### config.mk
export PLATFORM = sky130hd
export DESIGN_NAME = uart_tx_buffered
export DESIGN_NICKNAME = d
export VERILOG_FILES = /design/src/rtl/uart_pkg.sv /design/src/rtl/uart_tx_fifo.sv /design/src/rtl/uart_tx_buffered.sv
export SDC_FILE = /design/constraint.sdc
export NUM_CORES = 1
export LEC_CHECK = 0
export ABC_CLOCK_PERIOD_IN_PS = 3800
export BUFFER_PORTS_ARGS = -buffer_cell sky130_fd_sc_hd__buf_2
export CAP_MARGIN = 15
export CORE_MARGIN = 5
export CORE_UTILIZATION = 54
export CTS_BUF_LIST = sky130_fd_sc_hd__clkbuf_16
export DETAILED_ROUTE_END_ITERATION = 6
export GPL_TIMING_DRIVEN = 0
export PLACE_DENSITY = 0.78
export SLEW_MARGIN = 20
export SYNTH_ARGS = -nofsm -noshare
export SYNTH_HDL_FRONTEND = slang
export SYNTH_SLANG_ARGS = --single-unit
### constraint.sdc
create_clock -name clk -period 3.8 [get_ports clk]
set_clock_uncertainty 0.1 [all_clocks]
set_input_delay 0.19 -clock clk [delete_from_list [all_inputs] [get_ports clk]]
set_output_delay 0.19 -clock clk [all_outputs]
set_load 0.02 [all_outputs]
### src/rtl/uart_pkg.sv
// Shared types and sizing helpers for the buffered UART transmitter.
// Parity support is selected in the top level by UART_TX_PARITY_EN.
package uart_pkg;

    typedef enum logic [2:0] {
        IDLE,
        START,
        DATA,
        PARITY,
        STOP
    } tx_state_t;

    // 200 MHz board clock at 115200 baud
    localparam int DEFAULT_CLKS_PER_BIT = 1736;

    function automatic int cnt_w(input int n);
        return (n > 1) ? $clog2(n) : 1;
    endfunction

endpackage

### src/rtl/uart_tx_fifo.sv
// Synchronous FIFO feeding the transmitter; pointers wrap modulo DEPTH.
// Storage is not reset, only the pointers and the count are.
module uart_tx_fifo
    import uart_pkg::*;
#(
    parameter int WIDTH = 8,
    parameter int DEPTH = 16
) (
    input  logic                     clk,
    input  logic                     reset_n,
    input  logic                     push,
    input  logic                     pop,
    input  logic [WIDTH-1:0]         push_data,
    output logic [WIDTH-1:0]         pop_data,
    output logic [$clog2(DEPTH):0]   count,
    output logic                     full,
    output logic                     empty
);

    localparam int AW = cnt_w(DEPTH);
    localparam logic [AW:0] FULL_CNT = (AW + 1)'(DEPTH);

    logic [WIDTH-1:0] mem [DEPTH];
    logic [AW-1:0]    wr_q;
    logic [AW-1:0]    rd_q;
    logic [AW:0]      cnt_q;
    logic             push_ok;
    logic             pop_ok;

    assign full     = (cnt_q == FULL_CNT);
    assign empty    = (cnt_q == '0);
    assign push_ok  = push && !full;
    assign pop_ok   = pop && !empty;
    assign pop_data = mem[rd_q];
    assign count    = cnt_q;

    always_ff @(posedge clk) begin
        if (push_ok) begin
            mem[wr_q] <= push_data;
        end
    end

    always_ff @(posedge clk or negedge reset_n) begin
        if (!reset_n) begin
            wr_q  <= '0;
            rd_q  <= '0;
            cnt_q <= '0;
        end else begin
            if (push_ok) begin
                wr_q <= wr_q + 1'b1;
            end
            if (pop_ok) begin
                rd_q <= rd_q + 1'b1;
            end
            unique case ({push_ok, pop_ok})
                2'b10:   cnt_q <= cnt_q + 1'b1;
                2'b01:   cnt_q <= cnt_q - 1'b1;
                default: cnt_q <= cnt_q;
            endcase
        end
    end

endmodule

### src/rtl/uart_tx_buffered.sv
// FIFO-buffered UART transmitter with back-to-back framing.
// Define UART_TX_PARITY_EN to insert a parity bit after the payload.
module uart_tx_buffered
    import uart_pkg::*;
#(
    parameter int CLKS_PER_BIT = DEFAULT_CLKS_PER_BIT,
    parameter int DATA_BITS    = 8,
    parameter int STOP_BITS    = 1,
    parameter int FIFO_DEPTH   = 16
) (
    input  logic                          clk,
    input  logic                          reset_n,
    input  logic                          s_valid,
    output logic                          s_ready,
    input  logic [DATA_BITS-1:0]          s_data,
    input  logic                          parity_odd,
    output logic                          TxD,
    output logic                          busy,
    output logic [$clog2(FIFO_DEPTH):0]   fifo_count,
    output logic                          tx_done
);

    localparam int CW = cnt_w(CLKS_PER_BIT);
    localparam int BW = cnt_w(DATA_BITS);

    tx_state_t            state_q;
    tx_state_t            state_d;
    logic [CW-1:0]        baud_q;
    logic [BW-1:0]        bit_q;
    logic [DATA_BITS-1:0] shift_q;
    logic [DATA_BITS-1:0] fifo_data;
    logic                 fifo_full;
    logic                 fifo_empty;
    logic                 pop;
    logic                 baud_end;
    logic                 data_end;
    logic                 stop_end;
    logic                 par_bit;
    logic                 txd_d;
    logic                 done_d;

`ifdef UART_TX_PARITY_EN
    localparam tx_state_t AFTER_DATA = PARITY;

    always_ff @(posedge clk or negedge reset_n) begin
        if (!reset_n) begin
            par_bit <= 1'b0;
        end else if (pop) begin
            par_bit <= ^fifo_data ^ parity_odd;
        end
    end
`else
    localparam tx_state_t AFTER_DATA = STOP;

    logic unused_parity;
    assign unused_parity = parity_odd;
    assign par_bit       = 1'b1;
`endif

    uart_tx_fifo #(
        .WIDTH (DATA_BITS),
        .DEPTH (FIFO_DEPTH)
    ) u_fifo (
        .clk       (clk),
        .reset_n   (reset_n),
        .push      (s_valid && s_ready),
        .pop       (pop),
        .push_data (s_data),
        .pop_data  (fifo_data),
        .count     (fifo_count),
        .full      (fifo_full),
        .empty     (fifo_empty)
    );

    assign s_ready  = !fifo_full;
    assign baud_end = (baud_q == CW'(CLKS_PER_BIT - 1));
    assign data_end = (bit_q == BW'(DATA_BITS - 1));
    assign stop_end = (bit_q == BW'(STOP_BITS - 1));

    always_ff @(posedge clk or negedge reset_n) begin
        if (!reset_n) begin
            state_q <= IDLE;
        end else begin
            state_q <= state_d;
        end
    end

    always_comb begin
        state_d = state_q;
        unique case (state_q)
            IDLE: begin
                if (!fifo_empty) state_d = START;
            end
            START: begin
                if (baud_end) state_d = DATA;
            end
            DATA: begin
                if (baud_end && data_end) state_d = AFTER_DATA;
            end
            PARITY: begin
                if (baud_end) state_d = STOP;
            end
            STOP: begin
                if (baud_end && stop_end) begin
                    state_d = fifo_empty ? IDLE : START;
                end
            end
            default: state_d = IDLE;
        endcase
    end

    always_comb begin
        txd_d  = 1'b1;
        done_d = (state_q == STOP) && baud_end && stop_end;
        pop    = (state_d == START) && (state_q != START);
        unique case (1'b1)
            state_q == START:  txd_d = 1'b0;
            state_q == DATA:   txd_d = shift_q[0];
            state_q == PARITY: txd_d = par_bit;
            default:           txd_d = 1'b1;
        endcase
    end

    // Counters restart on every state change so each bit is exactly one baud period.
    always_ff @(posedge clk or negedge reset_n) begin
        if (!reset_n) begin
            baud_q  <= '0;
            bit_q   <= '0;
            shift_q <= '0;
        end else begin
            if (state_d != state_q || state_q == IDLE) begin
                baud_q <= '0;
                bit_q  <= '0;
            end else if (baud_end) begin
                baud_q <= '0;
                bit_q  <= bit_q + 1'b1;
            end else begin
                baud_q <= baud_q + 1'b1;
            end
            if (pop) begin
                shift_q <= fifo_data;
            end else if (state_q == DATA && baud_end) begin
                shift_q <= shift_q >> 1;
            end
        end
    end

    always_ff @(posedge clk or negedge reset_n) begin
        if (!reset_n) begin
            TxD     <= 1'b1;
            busy    <= 1'b0;
            tx_done <= 1'b0;
        end else begin
            TxD     <= txd_d;
            busy    <= (state_q != IDLE);
            tx_done <= done_d;
        end
    end

endmodule

==> results.json <==
{
  "slew_headroom_pct": 34.5,
  "ant_nets": 0,
  "synth_seq_cells": 169,
  "grt_max_degree": 42,
  "place_hpwl_mm": 8.72,
  "top_layer_used": "met4",
  "synthCells": 432,
  "nets": 496,
  "synth_area_leaders": "edfxtp_1 (54%), dfrtp_1 (14%), mux4_2 (10%)",
  "yosys.cell_count.top_type": "edfxtp_1",
  "grt_pass1_wl_mm": 21.7,
  "post-route-drc-count": 0,
  "drv_cap": 0,
  "core.rowCount": 41,
  "dieArea_um2": 15400,
  "power_frac_seq_pct": 41.6,
  "die_h_um": 124,
  "fillers": 937,
  "via_count": 3738,
  "diodes": 0,
  "wl_met1_mm": 5.38,
  "synth_cell_types": 47,
  "async_flop_share_pct": 24.3,
  "yosys.area.top_type": "edfxtp_1",
  "wl_met3_um": 742,
  "gp_congestion": 0.822,
  "tightest_slew_ps": 979,
  "fp.coreArea_um2": 12700,
  "dr_wl_met2_mm": 7.25,
  "initial_utilization_pct": 55.4,
  "fin_crit_sh_pct": 88.9,
  "syn-cell-area_um2": 7050,
  "cpPeakStageDelay_ps": 410,
  "rsz0062_at_grt": "no",
  "synth_edf_count": 128,
  "crit_type": "reg2reg",
  "dieWidth_um": 124,
  "yosysWarnings": 0,
  "pwr-share-clk_pct": 30.2,
  "drt-total-wl_mm": 13.5,
  "cp-start-kind": "register",
  "fin_area_um2": 8010,
  "dpl-instance-area_um2": 7380,
  "multi_input_area_um2": 2060,
  "drive_gt1_share_pct": 22.7,
  "fin_crit_ps": 3380,
  "ys_top_cells_by_count": "edfxtp_1 (128), dfrtp_1 (40), mux4_2 (32), nor2_1 (32), nand2_1 (30)",
  "syn_to_final_growth_pct": 13.5,
  "htree_levels": 4,
  "critPathBufInv": 3,
  "maxSlewViolCount": 0,
  "worst_setup_path_end_kind": "register",
  "cts_max_path_buffers": 2,
  "p_per_area_nw_per_um2": 725,
  "critPathSlowestCell": "dfrtp_1",
  "cellLeakagePower_uw": 0.00293,
  "worstSkewPairLatency_ps": 420,
  "drtIter0Drc": 341,
  "cts_resized": 0,
  "seq_area_um2": 4870,
  "peakVddDrop_mv": 0.663,
  "cts_sinks": 169,
  "cp_cell_sequence": "inv_1 -> ha_1 -> nor2b_1 -> nand4_1 -> a21oi_2 -> buf_2 -> ha_1 -> buf_2 -> xor2_1 -> ha_1 -> a31oi_1 -> or2_2 -> a21oi_1 -> xor2_1",
  "synth_top_area_share_pct": 54.5,
  "cts_buffers": 17,
  "synth_ff_type": "edfxtp_1",
  "cp_common_cell": "ha_1",
  "via_per_inst": 5.70,
  "critPathTopFamily": "simple AND/OR/NAND/NOR gates",
  "grt_usage_pct": 18.5,
  "p_sw_uw": 1830,
  "wl_per_cell_um": 20.6,
  "grt_pass1_vias": 3888,
  "drtPass1Iterations": 4,
  "p_sw_share_pct": 31.5,
  "antenna_found_initial": 0,
  "cts_tree": "built",
  "hold_viol_final": 0,
  "synth_nets": 457,
  "internal_power_uw": 3980,
  "ios": 21,
  "power_frac_comb_pct": 28.1,
  "fin_setup_tns_ps": 0,
  "clk_pin_slew_worst_paths_ps": 70,
  "fmax_ghz": 0.296,
  "synth_seq_area_share_pct": 69.0,
  "grt_overflow": 0,
  "hold-worst-slack_ps": 50.7,
  "cp.required_ps": 4040,
  "status": "completed",
  "synth.avg_cell_area_um2": 16.3,
  "port_buffers": 19,
  "critPathMaxFanout": 11,
  "worst_ep_arrival_time_ps": 3610,
  "min_path_type": "in2reg",
  "root_buffer": "clkbuf_16",
  "finalSetupViolCount": 0
}
==> cell families (layout without fill, tap and decap cells) <==
logic type,after synthesis,count (layout),share of synthesized area [%]
buffers and inverters,28,80,2.06
AO/OA/AOI/OAI,46,46,4.17
flip-flops,169,169,69.0
XOR/XNOR,22,22,2.73
multiplexers,44,44,12.0
AND/OR/NAND/NOR,110,110,7.73
adder cells (fa/ha/maj),13,13,2.31
==> per-stage QoR <==
stage	total power, uW	setup slack (ps)	std cells	utilization (%)
after global placement	3990	619	623	57.9
final	5810	422	656	62.9
after detailed placement	4080	503	623	58.0
after global routing	6100	174	656	62.9
after CTS	5850	439	656	62.9
after floorplan	3620	732	432	-
==> final timing paths <==
path / startpoint / to / slack, ps / cells past startpoint
max in group asynchronous: reset_n / baud_q[8] / 2710 / 2
worst min register to register: baud_q[0] / baud_q[0] / 360 / 1
min in group asynchronous: reset_n / baud_q[9] / 330 / 2
worst min-delay path: s_data[6] / u_fifo.mem[6][6] / 50 / 1
worst max-delay path: bit_q[0] / u_fifo.count[4] / 420 / 14
worst max register to register: bit_q[0] / u_fifo.count[4] / 420 / 14
==> cell type report <==
type / count / share of cell area [%]
inverter: 6 / 0.281
clock buffer: 17 / 5.31
sequential: 169 / 60.8
tap: 172 / 2.69
clock inverter: 15 / 2.31
buffer: 22 / 1.53
timing repair buffer: 20 / 1.31
multi-input combinational: 235 / 25.7
==> metal layers <==
layer,global-route usage (%),up-vias
li1,-,1725
met1,23.7,1899
met2,31.5,105
met3,4.67,9
met4,5.48,0
met5,0,-
==> sequential cells by signal, summed over array words and instances (netlist names) <==
register      count
u_fifo.wr_q       4
u_fifo.count      5
state_q           3
baud_q           11
u_fifo.rd_q       4
u_fifo.mem      128
tx_done           1
bit_q             3
TxD               1
shift_q           8
busy              1
==> layout by cell type, fill, tap and decap left out, types with 10 or more instances in the layout <==
cell type  instances
edfxtp_1         128
dfrtp_1           40
nor2_1            32
mux4_2            32
nand2_1           30
buf_2             27
a22oi_1           17
clkbuf_16         17
ha_1              13
o21ai_0           12
xnor2_1           12
xor2_1            10
mux2i_1           10
==> power groups by stage <==
stage / Sequential, uW / Combinational (uW) / Clock (uW)
final: 2420 / 1630 / 1760
after global routing: 2450 / 1780 / 1870
after CTS: 2420 / 1650 / 1780
after detailed placement: 2450 / 1620 / 0
after global placement: 2430 / 1560 / 0
after floorplan: 2450 / 1170 / 0
==> timing repair <==
action                                 in CTS  in global routing
endpoints found under the hold margin      40                  0
setup endpoints to repair                   0                  0
hold buffers                                1                  0
buffers inserted                            0                  0
Power figures use the tool's default switching activity.
